## config.mk

```make
export PLATFORM = sky130hd
export DESIGN_NAME = spi_slave_in_flat
export DESIGN_NICKNAME = d
export VERILOG_FILES = /design/src/rtl/spi_slave_in_if.sv /design/src/rtl/spi_slave_in.sv /design/src/flat_wrapper.sv
export SDC_FILE = /design/constraint.sdc
export NUM_CORES = 1
export LEC_CHECK = 0
export BUFFER_PORTS_ARGS = -buffer_cell sky130_fd_sc_hd__buf_2
export CAP_MARGIN = 25
export CORE_MARGIN = 2
export CORE_UTILIZATION = 35
export CTS_BUF_LIST = sky130_fd_sc_hd__clkbuf_4 sky130_fd_sc_hd__clkbuf_8 sky130_fd_sc_hd__clkbuf_16
export CTS_CLUSTER_SIZE = 14
export DETAILED_ROUTE_END_ITERATION = 8
export SLEW_MARGIN = 20
export SYNTH_ARGS = -nofsm -noshare
export SYNTH_HDL_FRONTEND = slang
export SYNTH_SLANG_ARGS = --single-unit
```

## constraint.sdc

```tcl
create_clock -name clk -period 4.4 [get_ports clk]
set_clock_uncertainty 0.05 [all_clocks]
set_input_delay 0.66 -clock clk [delete_from_list [all_inputs] [get_ports clk]]
set_output_delay 0.66 -clock clk [all_outputs]
set_load 0.01 [all_outputs]
```

## src/rtl/spi_slave_in_if.sv

```systemverilog
// spi_slave_in_if: bus bundle for the SPI slave receiver.
//   sck, cs, mosi              : serial link driven from off-chip (asynchronous)
//   out_buf, valid, frame_err,
//   busy                       : parallel word output and status toward consumers
// Modport slave is used by the receiver. Modport master is the driving side,
// which is the link source plus the word consumer.
interface spi_slave_in_if #(
  parameter int unsigned BITS = 8
);

  logic            sck;
  logic            cs;
  logic            mosi;
  logic [BITS-1:0] out_buf;
  logic            valid;
  logic            frame_err;
  logic            busy;

  modport slave (
    input  sck,
    input  cs,
    input  mosi,
    output out_buf,
    output valid,
    output frame_err,
    output busy
  );

  modport master (
    output sck,
    output cs,
    output mosi,
    input  out_buf,
    input  valid,
    input  frame_err,
    input  busy
  );

endinterface

```

## src/rtl/spi_slave_in.sv

```systemverilog
// spi_slave_in: serial-input SPI slave receiver.
// The receiver synchronises an external sck/cs/mosi link into the clk domain
// and deserialises MSB-first words. Each completed word is loaded into out_buf
// and marked with a one-cycle valid pulse.
//   clk            : system clock, rising edge
//   reset          : asynchronous reset, active-low
//   bus.sck/cs/mosi: SPI inputs. sck and mosi idle high. cs is active-low.
//   bus.out_buf    : last completed word
//   bus.valid      : one-cycle pulse when out_buf is updated
//   bus.frame_err  : one-cycle pulse when cs deasserts in the middle of a word
//   bus.busy       : registered indication that the receiver is inside a frame
module spi_slave_in #(
  parameter int unsigned BITS        = 8,
  parameter bit          INVERT      = 1'b1,
  parameter int unsigned SYNC_STAGES = 2
) (
  input  logic          clk,
  input  logic          reset,
  spi_slave_in_if.slave bus
);

  localparam int unsigned CNT_W = $clog2(BITS + 1);
  localparam logic [CNT_W-1:0] CNT_FULL = CNT_W'(BITS);

  // Reject parameter values the logic cannot support.
  if (BITS < 2) begin : g_bits_chk
    $error("spi_slave_in: BITS must be at least 2");
  end
  if (SYNC_STAGES < 2) begin : g_sync_chk
    $error("spi_slave_in: SYNC_STAGES must be at least 2");
  end

  typedef enum logic {
    IDLE = 1'b0,
    RECV = 1'b1
  } state_t;

  // Synchroniser chains. Stage 0 captures the pin; the last stage is the one used.
  logic [SYNC_STAGES-1:0] sck_sync;
  logic [SYNC_STAGES-1:0] cs_sync;
  logic [SYNC_STAGES-1:0] mosi_sync;
  logic                   sck_d;

  logic sck_s;
  logic cs_s;
  logic mosi_s;
  logic rise_c;
  logic bit_c;

  state_t           state_q, state_d;
  logic [CNT_W-1:0] cnt_q, cnt_d;
  logic [BITS-1:0]  sr_q, sr_d;
  logic [BITS-1:0]  out_q, out_d;
  logic             valid_q, valid_d;
  logic             ferr_q, ferr_d;
  logic             busy_q;
  logic [CNT_W-1:0] n_c;

  // Input synchronisers. They reset to the idle-high level so that leaving
  // reset cannot look like an sck rise or a cs fall.
  always_ff @(posedge clk or negedge reset) begin
    if (!reset) begin
      sck_sync  <= '1;
      cs_sync   <= '1;
      mosi_sync <= '1;
      sck_d     <= 1'b1;
    end else begin
      sck_sync  <= {sck_sync[SYNC_STAGES-2:0], bus.sck};
      cs_sync   <= {cs_sync[SYNC_STAGES-2:0], bus.cs};
      mosi_sync <= {mosi_sync[SYNC_STAGES-2:0], bus.mosi};
      sck_d     <= sck_s;
    end
  end

  assign sck_s  = sck_sync[SYNC_STAGES-1];
  assign cs_s   = cs_sync[SYNC_STAGES-1];
  assign mosi_s = mosi_sync[SYNC_STAGES-1];
  assign rise_c = sck_s & ~sck_d;
  assign bit_c  = mosi_s ^ INVERT;

  // State, datapath and output registers.
  always_ff @(posedge clk or negedge reset) begin
    if (!reset) begin
      state_q <= IDLE;
      cnt_q   <= '0;
      sr_q    <= '0;
      out_q   <= '0;
      valid_q <= 1'b0;
      ferr_q  <= 1'b0;
      busy_q  <= 1'b0;
    end else begin
      state_q <= state_d;
      cnt_q   <= cnt_d;
      sr_q    <= sr_d;
      out_q   <= out_d;
      valid_q <= valid_d;
      ferr_q  <= ferr_d;
      busy_q  <= (state_q == RECV);
    end
  end

  // Next-state logic. The shift is applied before the word-complete test, so an
  // sck rise in the same cycle that cs goes high still completes the word.
  always_comb begin
    state_d = state_q;
    cnt_d   = cnt_q;
    sr_d    = sr_q;
    out_d   = out_q;
    valid_d = 1'b0;
    ferr_d  = 1'b0;
    n_c     = cnt_q;

    case (state_q)
      IDLE: begin
        if (!cs_s) begin
          state_d = RECV;
          cnt_d   = '0;
        end
      end

      RECV: begin
        if (rise_c) begin
          sr_d = {sr_q[BITS-2:0], bit_c};
          n_c  = cnt_q + CNT_W'(1);
        end

        if (n_c == CNT_FULL) begin
          out_d   = sr_d;
          valid_d = 1'b1;
          cnt_d   = '0;
        end else begin
          cnt_d = n_c;
        end

        // Deselect ends the frame. A partial word is dropped and flagged.
        if (cs_s) begin
          state_d = IDLE;
          if ((n_c != '0) && (n_c != CNT_FULL)) begin
            ferr_d = 1'b1;
          end
        end
      end

      default: begin
        state_d = IDLE;
      end
    endcase
  end

  assign bus.out_buf   = out_q;
  assign bus.valid     = valid_q;
  assign bus.frame_err = ferr_q;
  assign bus.busy      = busy_q;

endmodule
```

## src/flat_wrapper.sv

```systemverilog
// flat-port wrapper written by rule: the top's interface ports become plain ports
module spi_slave_in_flat 
#(
  parameter int unsigned BITS        = 8,
  parameter bit          INVERT      = 1'b1,
  parameter int unsigned SYNC_STAGES = 2
)
  (clk, reset, bus_sck, bus_cs, bus_mosi, bus_out_buf, bus_valid, bus_frame_err, bus_busy);
  spi_slave_in_if #(.BITS(BITS)) bus_i ();
  input  logic clk;
  input  logic reset;
  input wire logic [$bits(bus_i.sck)-1:0] bus_sck;
  input wire logic [$bits(bus_i.cs)-1:0] bus_cs;
  input wire logic [$bits(bus_i.mosi)-1:0] bus_mosi;
  output wire logic [$bits(bus_i.out_buf)-1:0] bus_out_buf;
  output wire logic [$bits(bus_i.valid)-1:0] bus_valid;
  output wire logic [$bits(bus_i.frame_err)-1:0] bus_frame_err;
  output wire logic [$bits(bus_i.busy)-1:0] bus_busy;
  assign bus_i.sck = bus_sck;
  assign bus_i.cs = bus_cs;
  assign bus_i.mosi = bus_mosi;
  assign bus_out_buf = bus_i.out_buf;
  assign bus_valid = bus_i.valid;
  assign bus_frame_err = bus_i.frame_err;
  assign bus_busy = bus_i.busy;
  spi_slave_in #(.BITS(BITS), .INVERT(INVERT), .SYNC_STAGES(SYNC_STAGES)) u_core (.clk(clk), .reset(reset), .bus(bus_i));
endmodule
```

==> summary.md <==
| Metric | Value |
|---|---|
| Status | complete, no violations |
| Filler cells | 349 |
| Total grt overflow | 0 |
| Static leakage | 0.741 nW |
| Final hold viol count | 0 |
| Crit end category | flop |
| Top cell type's share of synthesized area | 46.6% |
| Diodes inserted | 0 |
| CP Launch Type | flop |
| Final WL | 1970 microns |
| WL per Instance | 11.7 microns |
| CTS tree | yes |
| Area grow syn2layout | 14.8% |
| Site Rows | 22 |
| Antenna violations before repair | 0 |
| Sequential share of the synthesized area | 60.8% |
| Slack of the worst reg-to-reg path | 2270 ps |
| Max-cap violations | 0 |
| Slew HR | 56.1% |
| Largest net degree at the start of global routing | 32 |
| Tmin final | 2130 ps |
| Unrepaired setup endpoints after global routing | no |
| Worst Max-Slew Pin Slew | 659 ps |
| Core Footprint | 3610 sq um |
| CP arrival | 2250 ps |
| Syn_nets | 108 |
| Synth top cells by count | nand2_1 (25), dfrtp_1 (24), dfstp_2 (7), mux2_4 (7) |
| Die footprint | 4190 sq um |
| Residual DRC count | 0 |
| Nets@finish | 125 |
| Post-DR vias/cell | 4.55 |
| CTS buffer count | 5 |
| Synth area leaders | dfrtp_1 (47%), dfstp_2 (14%), mux2_4 (8.1%), nand2_1 (7.3%), mux2_1 (2.6%) |
| Setup crit start | u_core.cnt_q[0] |
| Iter 0 DRT Violations | 39 |
| CTS resizes | 0 |
| Slew Viols, Final | 0 |
| IO Port Bufs | 15 |
| Die width | 64.7 microns |
| DR pass1 iterations | 4 |
| CP Class | flop to flop |
| Seq cells post-synth | 31 |
| Fin crit share | 48.5% |
| Starting density of the core | 35.8% |
| Critical path fanouts, max | 9 |
| Setup crit end | u_core.bus.out_buf[5] |
| Max rail drop VDD | 0.000159 V |
| Vias in the first global route | 736 |
| CTS Buffer Depth | 2 |
| Post-CTS Hold Buffers | 0 |
| Count leader, synth | nand2_1 |
| Post-synthesis area per instance | 12.6 sq um |
| Final RePlAce weighted congestion | 0.787 |
| Mapped Cells | 102 |
| # IOs | 16 |
| ANT nets after route | 0 |
| Primary FF master, synth | dfrtp_1 |
| Layout cell share with drive strength beyond 1 | 34.2% |
| Yosys cell types | 31 |
| Via count | 765 |
| GRT Total Usage | 11.8% |
| Worst hold path type | flop to flop |
| R2r worst-path depth | 5 |
| Worst skew pair latency | 280 ps |
| Highest Clock Rate | 469 MHz |
| Clock Tree Root | clkbuf_8 |
| Final setup fails | 0 |
| Synth area leader | dfrtp_1 |
| First-pass GRT wire length | 3540 microns |
| Total number of yosys warnings | 0 |
| Synthesized area | 1290 sq um |
| Post-CTS setup repair buffer count | 0 |
| CTS clock-pin slew for the worst setup and hold paths | 60 ps |
| DP HPWL | 1380 microns |
| Setup TNS | 0 ps |
| Clk sinks | 31 |
| Fin Hold WS | 306 ps |
| FFs w/ async S/R, synth | 100% |
| Number of synthesized flops with an enable pin | 0 |
| CTS H-tree depth | 2 |
| CP Data Required Time | 4520 ps |
| Reg2reg start | u_core.cnt_q[0] |
| PwrDens | 444 nW/um^2 |
| Reg2reg end | u_core.bus.out_buf[5] |
| Hold Crit Depth | 0 |
| Die Ht | 64.7 microns |
routing by layer:
metal | part of all wire, % | GRT usage, % | wire [microns] | vias to the layer above
li1 | - | - | - | 376
met1 | 49 | 14.9 | 963 | 363
met2 | 42 | 16.1 | 819 | 20
met3 | 5.7 | 4.69 | 113 | 6
met4 | 3.6 | 8.78 | 70 | 0
met5 | 0 | 0 | 0 | -
how the worst min path moves through the flow:
stage	startpoint	endpoint
floorplan	u_core.cs_sync[0]	u_core.cs_sync[1]
global placement	u_core.cs_sync[0]	u_core.cs_sync[1]
detailed placement	u_core.mosi_sync[0]	u_core.mosi_sync[1]
CTS	u_core.mosi_sync[0]	u_core.mosi_sync[1]
global route	u_core.cs_sync[0]	u_core.cs_sync[1]
finish	u_core.mosi_sync[0]	u_core.mosi_sync[1]
cells in the final DEF (no fill, tap or decap):
| cell type | instances |
|---|---|
| nand2_1 | 25 |
| dfrtp_1 | 24 |
| buf_2 | 15 |
| mux2_4 | 7 |
| dfstp_2 | 7 |
| clkbuf_8 | 6 |
| mux2_1 | 3 |
| mux2_2 | 3 |
| mux2i_1 | 3 |
| inv_1 | 2 |
| nand3_1 | 2 |
| nor2_1 | 2 |
| o21ai_1 | 2 |
| o211ai_1 | 2 |
| nand2b_1 | 1 |
| o21a_1 | 1 |
| nor3_1 | 1 |
| nand3b_1 | 1 |
| xor2_1 | 1 |
| nor2b_1 | 1 |
| nand4bb_1 | 1 |
| o31ai_2 | 1 |
| o2111a_1 | 1 |
| and3_1 | 1 |
| o21ai_0 | 1 |
| a21oi_1 | 1 |
| or2_1 | 1 |
| a31o_1 | 1 |
| ha_1 | 1 |
| clkinv_2 | 1 |
| clkbuf_4 | 1 |
critical path, cell delays in order (launching register included):
cell and delay, ps:
dfrtp_1 450, ha_1 340, nand4bb_1 200, o31ai_2 90, o2111a_1 560, mux2_4 340
where the power goes:
group          internal, W  leakage (nW)  switching [W]
sequential        0.000322         0.391      0.0000318
combinational    0.0000368         0.299      0.0000360
clock             0.000132        0.0517      0.0000988
total             0.000491         0.741       0.000167
cell families (layout without fill, tap and decap cells):
kind of cell    after synthesis  in the layout  synth area share [%]
compound gates               10             10                  5.82
xor+xnor                      1              1                 0.679
fa+ha+maj                     1              1                 0.970
buf+inv                       7             25                  3.59
flops                        31             31                  60.8
mux                          16             16                  15.7
simple gates                 36             36                  12.4
layout make-up:
type                    count  area, sq um  area share (%)
well taps                  48         60.1            4.05
flip-flops and latches     31          785            53.0
clock inverters             1         5.00           0.338
inverters                   2         7.51           0.507
repair buffers             15         75.1            5.07
multi-input cells          64          459            31.0
clock buffers               7         90.1            6.08
per-stage QoR:
stage / instance area, sq um / total power, W / setup WS [ps] / utilization (%) / instances
floorplan: 1290 / 0.000409 / 2580 / - / 102
global placement: 1390 / 0.000432 / 2300 / 38.4 / 160
detailed placement: 1390 / 0.000435 / 2270 / 38.4 / 160
CTS: 1480 / 0.000668 / 2260 / 41.1 / 168
global route: 1480 / 0.000704 / 2110 / 41.1 / 168
finish: 1480 / 0.000658 / 2270 / 41.1 / 168
flip-flops by register name (all words and copies together) (netlist names):
register and flops:
u_core.bus.out_buf 8, u_core.sck_sync 2, u_core.bus.frame_err 1, u_core.bus.valid 1, u_core.sck_d 1, u_core.bus.busy 1, u_core.sr_q 8, u_core.mosi_sync 2
u_core.cs_sync 2, u_core.state_q 1, u_core.cnt_q 4
No activity file was read; power rests on OpenSTA's default activity.
